**src/rtl/texel_arbiter_pkg.sv**
```systemverilog
// Shared types for the texel arbiter: FSM states, the triangle/colour payload,
// and a width helper that stays at least one bit wide.
package defines_package;

   typedef enum logic {
      ARB_IDLE,
      ARB_SEND
   } arb_state_t;

   typedef struct packed {
      logic [15:0] x;
      logic [15:0] y;
      logic [15:0] z;
   } Vertex3D;

   typedef struct packed {
      Vertex3D v0;
      Vertex3D v1;
      Vertex3D v2;
   } Triangle3D;

   typedef struct packed {
      logic [7:0] r;
      logic [7:0] g;
      logic [7:0] b;
   } Color;

   function automatic int cnt_width(input int n);
      return (n > 1) ? $clog2(n) : 1;
   endfunction

endpackage

```
**src/rtl/texel_arbiter_rr_pick.sv**
```systemverilog
// Round-robin picker: first requesting index after 'last', scanning upward
// with wrap, so 'last' itself is considered only after every other source.
module rr_pick
   import defines_package::*;
#(
   parameter int NUM_SRC = 4,
   parameter int SRC_W   = cnt_width(NUM_SRC)
) (
   input  logic [NUM_SRC-1:0] req,
   input  logic [SRC_W-1:0]   last,
   output logic [SRC_W-1:0]   gnt_idx,
   output logic               any
);

   int               idx;
   logic [SRC_W-1:0] sel;

   // Scan from farthest to nearest so the nearest requester wins the final write.
   always_comb begin
      gnt_idx = '0;
      any     = 1'b0;
      idx     = 0;
      sel     = '0;
      for (int i = NUM_SRC; i >= 1; i--) begin
         idx = (int'(last) + i) % NUM_SRC;
         sel = SRC_W'(idx);
         if (req[sel]) begin
            gnt_idx = sel;
            any     = 1'b1;
         end
      end
   end

endmodule

```
**src/rtl/texel_arbiter.sv**
```systemverilog
// Shares the clip/split input between NUM_SRC texel sources: round-robin with
// optional burst, registers the winner's triangle and holds it until consumed.
//
// state    | meaning
// ARB_IDLE | no triangle presented; arbitrate and capture when any source is ready
// ARB_SEND | registered triangle presented; wait for texel_read
module texel_arbiter
   import defines_package::*;
#(
   parameter int NUM_SRC = 4,
   parameter int BURST   = 1
) (
   input  logic                        clk,
   input  logic                        rst,
   input  logic [NUM_SRC-1:0]          src_ready,
   input  Triangle3D                   src_vertices [NUM_SRC],
   input  Color                        src_color    [NUM_SRC],
   output logic [NUM_SRC-1:0]          src_read,
   output logic                        texel_ready,
   output Triangle3D                   texel_vertices_out,
   output Color                        texel_color_out,
   input  logic                        texel_read,
   output logic [$clog2(NUM_SRC)-1:0]  grant_idx,
   output logic                        busy
);

   localparam int               SRC_W    = $clog2(NUM_SRC);
   localparam int               BC_W     = cnt_width(BURST);
   localparam logic [SRC_W-1:0] LAST_RST = SRC_W'(NUM_SRC - 1);

   arb_state_t         state_q, state_d;
   logic [SRC_W-1:0]   last_grant_q, last_grant_d;
   logic [SRC_W-1:0]   grant_q, grant_d;
   logic [BC_W-1:0]    burst_cnt_q, burst_cnt_d;
   logic [NUM_SRC-1:0] src_read_q, src_read_d;
   Triangle3D          vert_q, vert_d;
   Color               color_q, color_d;

   logic [SRC_W-1:0]   rr_idx;
   logic               any_req;
   logic               burst_hit;
   logic [SRC_W-1:0]   pick_idx;

   rr_pick #(
      .NUM_SRC (NUM_SRC),
      .SRC_W   (SRC_W)
   ) u_pick (
      .req     (src_ready),
      .last    (last_grant_q),
      .gnt_idx (rr_idx),
      .any     (any_req)
   );

   // Staying on the previous winner only while it is still ready and has burst budget left.
   always_comb begin
      burst_hit = (BURST > 1) && src_ready[last_grant_q] && (int'(burst_cnt_q) < BURST - 1);
      pick_idx  = burst_hit ? last_grant_q : rr_idx;
   end

   always_ff @(posedge clk) begin
      if (rst) begin
         state_q      <= ARB_IDLE;
         last_grant_q <= LAST_RST;
         grant_q      <= '0;
         burst_cnt_q  <= '0;
         src_read_q   <= '0;
         vert_q       <= '0;
         color_q      <= '0;
      end else begin
         state_q      <= state_d;
         last_grant_q <= last_grant_d;
         grant_q      <= grant_d;
         burst_cnt_q  <= burst_cnt_d;
         src_read_q   <= src_read_d;
         vert_q       <= vert_d;
         color_q      <= color_d;
      end
   end

   always_comb begin
      state_d      = state_q;
      last_grant_d = last_grant_q;
      grant_d      = grant_q;
      burst_cnt_d  = burst_cnt_q;
      src_read_d   = '0;
      vert_d       = vert_q;
      color_d      = color_q;
      case (state_q)
         ARB_IDLE: begin
            if (any_req) begin
               state_d      = ARB_SEND;
               grant_d      = pick_idx;
               last_grant_d = pick_idx;
               burst_cnt_d  = burst_hit ? burst_cnt_q + 1'b1 : '0;
               src_read_d   = {{(NUM_SRC-1){1'b0}}, 1'b1} << pick_idx;
               vert_d       = src_vertices[pick_idx];
               color_d      = src_color[pick_idx];
            end
         end
         ARB_SEND: begin
            if (texel_read) begin
               state_d = ARB_IDLE;
            end
         end
         default: state_d = ARB_IDLE;
      endcase
   end

   always_comb begin
      texel_ready        = (state_q == ARB_SEND);
      busy               = (state_q == ARB_SEND);
      src_read           = src_read_q;
      grant_idx          = grant_q;
      texel_vertices_out = vert_q;
      texel_color_out    = color_q;
   end

endmodule

```
**config.mk**
```make
export PLATFORM = sky130hd
export DESIGN_NAME = texel_arbiter
export DESIGN_NICKNAME = d
export VERILOG_FILES = /design/src/rtl/texel_arbiter_pkg.sv /design/src/rtl/texel_arbiter_rr_pick.sv /design/src/rtl/texel_arbiter.sv
export SDC_FILE = /design/constraint.sdc
export NUM_CORES = 1
export LEC_CHECK = 0
export ABC_AREA = 1
export CORE_AREA = 2 2 337 339
export CTS_BUF_LIST = sky130_fd_sc_hd__clkbuf_4 sky130_fd_sc_hd__clkbuf_8
export DETAILED_ROUTE_END_ITERATION = 8
export DIE_AREA = 0 0 339 341
export GPL_ROUTABILITY_DRIVEN = 0
export PLACE_DENSITY = 0.32
export RECOVER_POWER = 50
export SETUP_SLACK_MARGIN = 0.05
export SLEW_MARGIN = 20
export SYNTH_ARGS = -nofsm -noshare
export SYNTH_HDL_FRONTEND = slang
export SYNTH_SLANG_ARGS = --single-unit
```
**constraint.sdc**
```tcl
create_clock -name clk -period 5.3 [get_ports clk]
set_input_delay 1.06 -clock clk [delete_from_list [all_inputs] [get_ports clk]]
set_output_delay 1.06 -clock clk [all_outputs]
set_load 0.05 [all_outputs]
```
==> impl_metrics.csv <==
group,metric,value,unit
worst_hold_path,hold_depth,2,
sta,finalCritPeriodShare,0.6345,
global_route,grt_pass1_vias,18110,
setup_path,cp_max_fo,167,
worst_hold_path,hold_end,"grant_idx[1]",
sta,setup_viol,0,
power_and_ir_drop,clkPwrFrac,0.077,
setup_path,start_kind,"primary input",
detailed_routing,route.vias.total,17780,
placed_design,place_area,23340,µm²
power_and_ir_drop,totalPowerFinal,0.01462,W
logic_synthesis,synth_area_leaders,"dfxtp_1, nand2_1, nand3_1, inv_1, nor2_1",
setup_path,r2r-start,"last_grant_q[0]",
sta,fin_ws,1937,ps
sta,worst_pin_slew,1001,ps
power_and_ir_drop,switching_share,0.6135,
placed_design,port_buffers,854,
detailed_routing,drc,0,
setup_path,reg2regPathDepth,14,
power_and_ir_drop,ir_drop,0.0007037,V
setup_path,crit_path_cell_trace,"dlygate4sd3_1 > nand2_1 > nand2_1 > nand2_1 > nand2_1 > inv_2 > nand2_1 > nand2_8 > buf_12 > nand3_1 > nand3_1 > nand3_1 > nand2_1 > inv_1",
setup_path,crit_type,"in2reg",
power_and_ir_drop,pwr-share-seq,0.148,
layout,area_growth,80.32,%
layout,nFillCells,13050,
power_and_ir_drop,leakage,11.70,nW
sta,rsz0062_at_grt,"no",
logic_synthesis,yosysTopAreaCellShare,0.2690,
cts,clk_path_buf_depth,2,
detailed_routing,routed_via_density,3.730,
floorplanning,row_count,123,
setup_path,crit_buf_inv,4,
cts,cts_tree,"built",
layout,drive_gt1_frac,0.02458,
sta,hold-worst-slack,481.8,ps
cts,cts.repair.resized,0,
cts,cts_hold_buf,0,
setup_path,cp_data_arrival_time,3860,ps
power_and_ir_drop,power_frac_comb,0.775,
power_and_ir_drop,power.density,615.4,nW/µm²
setup_path,crit_slowest_cell,"buf_12",
cts,h-tree-depth,4,
floorplanning,die_x,339,µm
cts,cts_setup_buffers,0,
worst_hold_path,hold_start,"grant_idx[1]",
setup_path,worst_path_dominant_cell_family,"simple AND/OR/NAND/NOR gates",
logic_synthesis,yosysWarnings,0,
setup_path,crit_required,5800,ps
placed_design,hpwl,74.50,mm
setup_path,cpMostUsedCell,"nand2_1",
logic_synthesis,seq_area_frac_synth,0.2690,
detailed_routing,wl_per_cell,20.35,µm
sta,totalNegativeSetupSlack,0,ps
cts,cts_root_buf,"clkbuf_8",
sta,fmax,0.2974,GHz
logic_synthesis,synth_area_leader_cell,"dfxtp_1",
layout,fin_nets,3921,
sta,drv_slew,0,
floorplanning,io_pins,855,
global_route,grtUsageTotal,0.1634,
global_route,grt_pass1_wl,135.7,mm
cts,clkTransAtPathRegs,120,ps
global_route,grt_max_degree,168,
detailed_routing,wl,96.99,mm
placed_design,place_ws,1321,ps
worst_hold_path,hold_path_class,"reg2reg",
sta,slew_headroom,0.3328,
logic_synthesis,ys_types,19,
sta,fin_crit,3363,ps
cts,clkSinkCount,177,
outcome,status,"finished clean",
floorplanning,core,111900,µm²
logic_synthesis,avgSynthCellArea,5.260,µm²
logic_synthesis,synth_seq_cells,177,
global_route,overflow,0,
floorplanning,die_area,115600,µm²
logic_synthesis,syn-cell-area,13170,µm²
detailed_routing,firstDrtPassIters,4,
sta,hold_viol,0,
power_and_ir_drop,p_int,0.005649,W
setup_path,cp-end-kind,"register",
job,maxCapViolations,0,
setup_path,critical-path-max-stage-delay,560,ps
global_route,antenna_found_initial,37,
floorplanning,start_util,0.1177,
detailed_routing,drt-initial-drc-count,705,
setup_path,worstReg2RegEnd,"texel_vertices_out[127]",
logic_synthesis,synth_nets,3183,
floorplanning,die_y,341,µm
layout,design_area,23750,µm²
logic_synthesis,synthCells,2504,
cts,clkLatencyLatePin,610,ps
cts,cts_buffers,17,
sta,clock-skew-final,41.63,ps
setup_path,rrSetupSlack,2250,ps
detailed_routing,antenna_left,0,
power_and_ir_drop,power_switching,0.008968,W
==> stage by stage <==
stage	instances	util
floorplan	2504	-
global placement	4723	0.2086
detailed placement	4723	0.2086
CTS	4755	0.2121
global route	4756	0.2120
finish	4767	0.2123
==> worst register-to-register path: stages (launching register included) <==
cell and delay, ps:
dfxtp_1 510, inv_2 200, nand2_1 90, nand2_1 80, nand2_1 200, nand2_1 130, inv_2 90, nand2_1 130
nand2_8 110, buf_12 560, nand3_1 460, nand3_1 170, nand3_1 130, nand2_1 90, inv_1 40
==> registers in the layout, indices dropped and copies added, names as in the netlist <==
register	count
busy	1
grant_idx	2
last_grant_q	2
src_read	4
texel_color_out	24
texel_vertices_out	144
==> worst max-delay path by stage <==
| stage | startpoint | endpoint | slack [ps] | cells after the start |
|---|---|---|---|---|
| final | src_ready[3] | texel_vertices_out[127] | 1940 | 14 |
| after global placement | src_ready[0] | texel_vertices_out[81] | 1310 | 14 |
| after detailed placement | src_ready[0] | texel_vertices_out[81] | 1320 | 14 |
| after floorplan | src_ready[0] | texel_color_out[10] | 2850 | 11 |
| after global routing | src_ready[3] | texel_vertices_out[81] | 1770 | 15 |
| after CTS | busy | busy | 1950 | 1 |
==> layout by cell type, fill, tap and decap left out, types with 2 or more instances in the layout <==
master,Yosys,layout
clkinv_2,0,2
buf_12,0,12
clkinv_4,0,2
nor3_1,4,4
clkbuf_8,0,17
inv_6,0,6
nand3b_1,3,3
inv_1,427,427
dlygate4sd3_1,0,170
nand3_1,504,504
nor2_1,382,382
diode_2,0,12
inv_8,0,4
nand2_1,736,735
inv_2,4,4
o211ai_1,2,2
dfxtp_1,177,177
buf_4,5,23
a21oi_1,87,87
clkdlybuf4s50_1,0,683
nand2_8,0,2
==> kinds of logic (layout without fill, tap and decap cells) <==
kind of cell,after synthesis,in the layout,share of synthesized area
simple gates,1634,1634,0.5160
flops,177,177,0.2690
buf+inv,603,1354,0.1801
compound gates,90,90,0.03486
other cells,0,12,0
==> cells in the mapped netlist <==
master	instances
buf_1	18
nor2_2	1
nand3_1	504
nand3b_1	3
nand2_1	736
buf_2	70
inv_1	427
buf_4	5
inv_2	4
o211ai_1	2
inv_4	1
nor2_1	382
clkbuf_1	78
nor3_1	4
a21oi_1	87
nand2_2	3
nand3_2	1
dfxtp_1	177
a21oi_2	1
==> layer usage <==
metal | global-route usage | part of all wire
met5 | 0 | 0.0025
met4 | 0.02361 | 0.0085
met3 | 0.05921 | 0.080
met2 | 0.2954 | 0.50
met1 | 0.1864 | 0.41
==> power by group through the flow <==
stage               clock network (W)  logic, W  registers (W)
global route                  0.00125    0.0126        0.00224
CTS                           0.00123    0.0119        0.00221
finish                        0.00113    0.0113        0.00217
floorplan                           0   0.00559        0.00394
global placement                    0    0.0119        0.00223
detailed placement                  0    0.0119        0.00223
==> area by class of cell <==
class                   count  area (µm²)  area share
diodes                     12       30.03    0.001264
clock buffers              17       234.0    0.009851
clock inverters            15       162.7    0.006849
inverters                 432        1627     0.06849
multi-input cells        1724        7311      0.3078
flip-flops and latches    177        3543      0.1492
well taps                1500        1877     0.07902
repair buffers            890        8966      0.3775
Note: power is estimated with default switching activity, not from simulation.
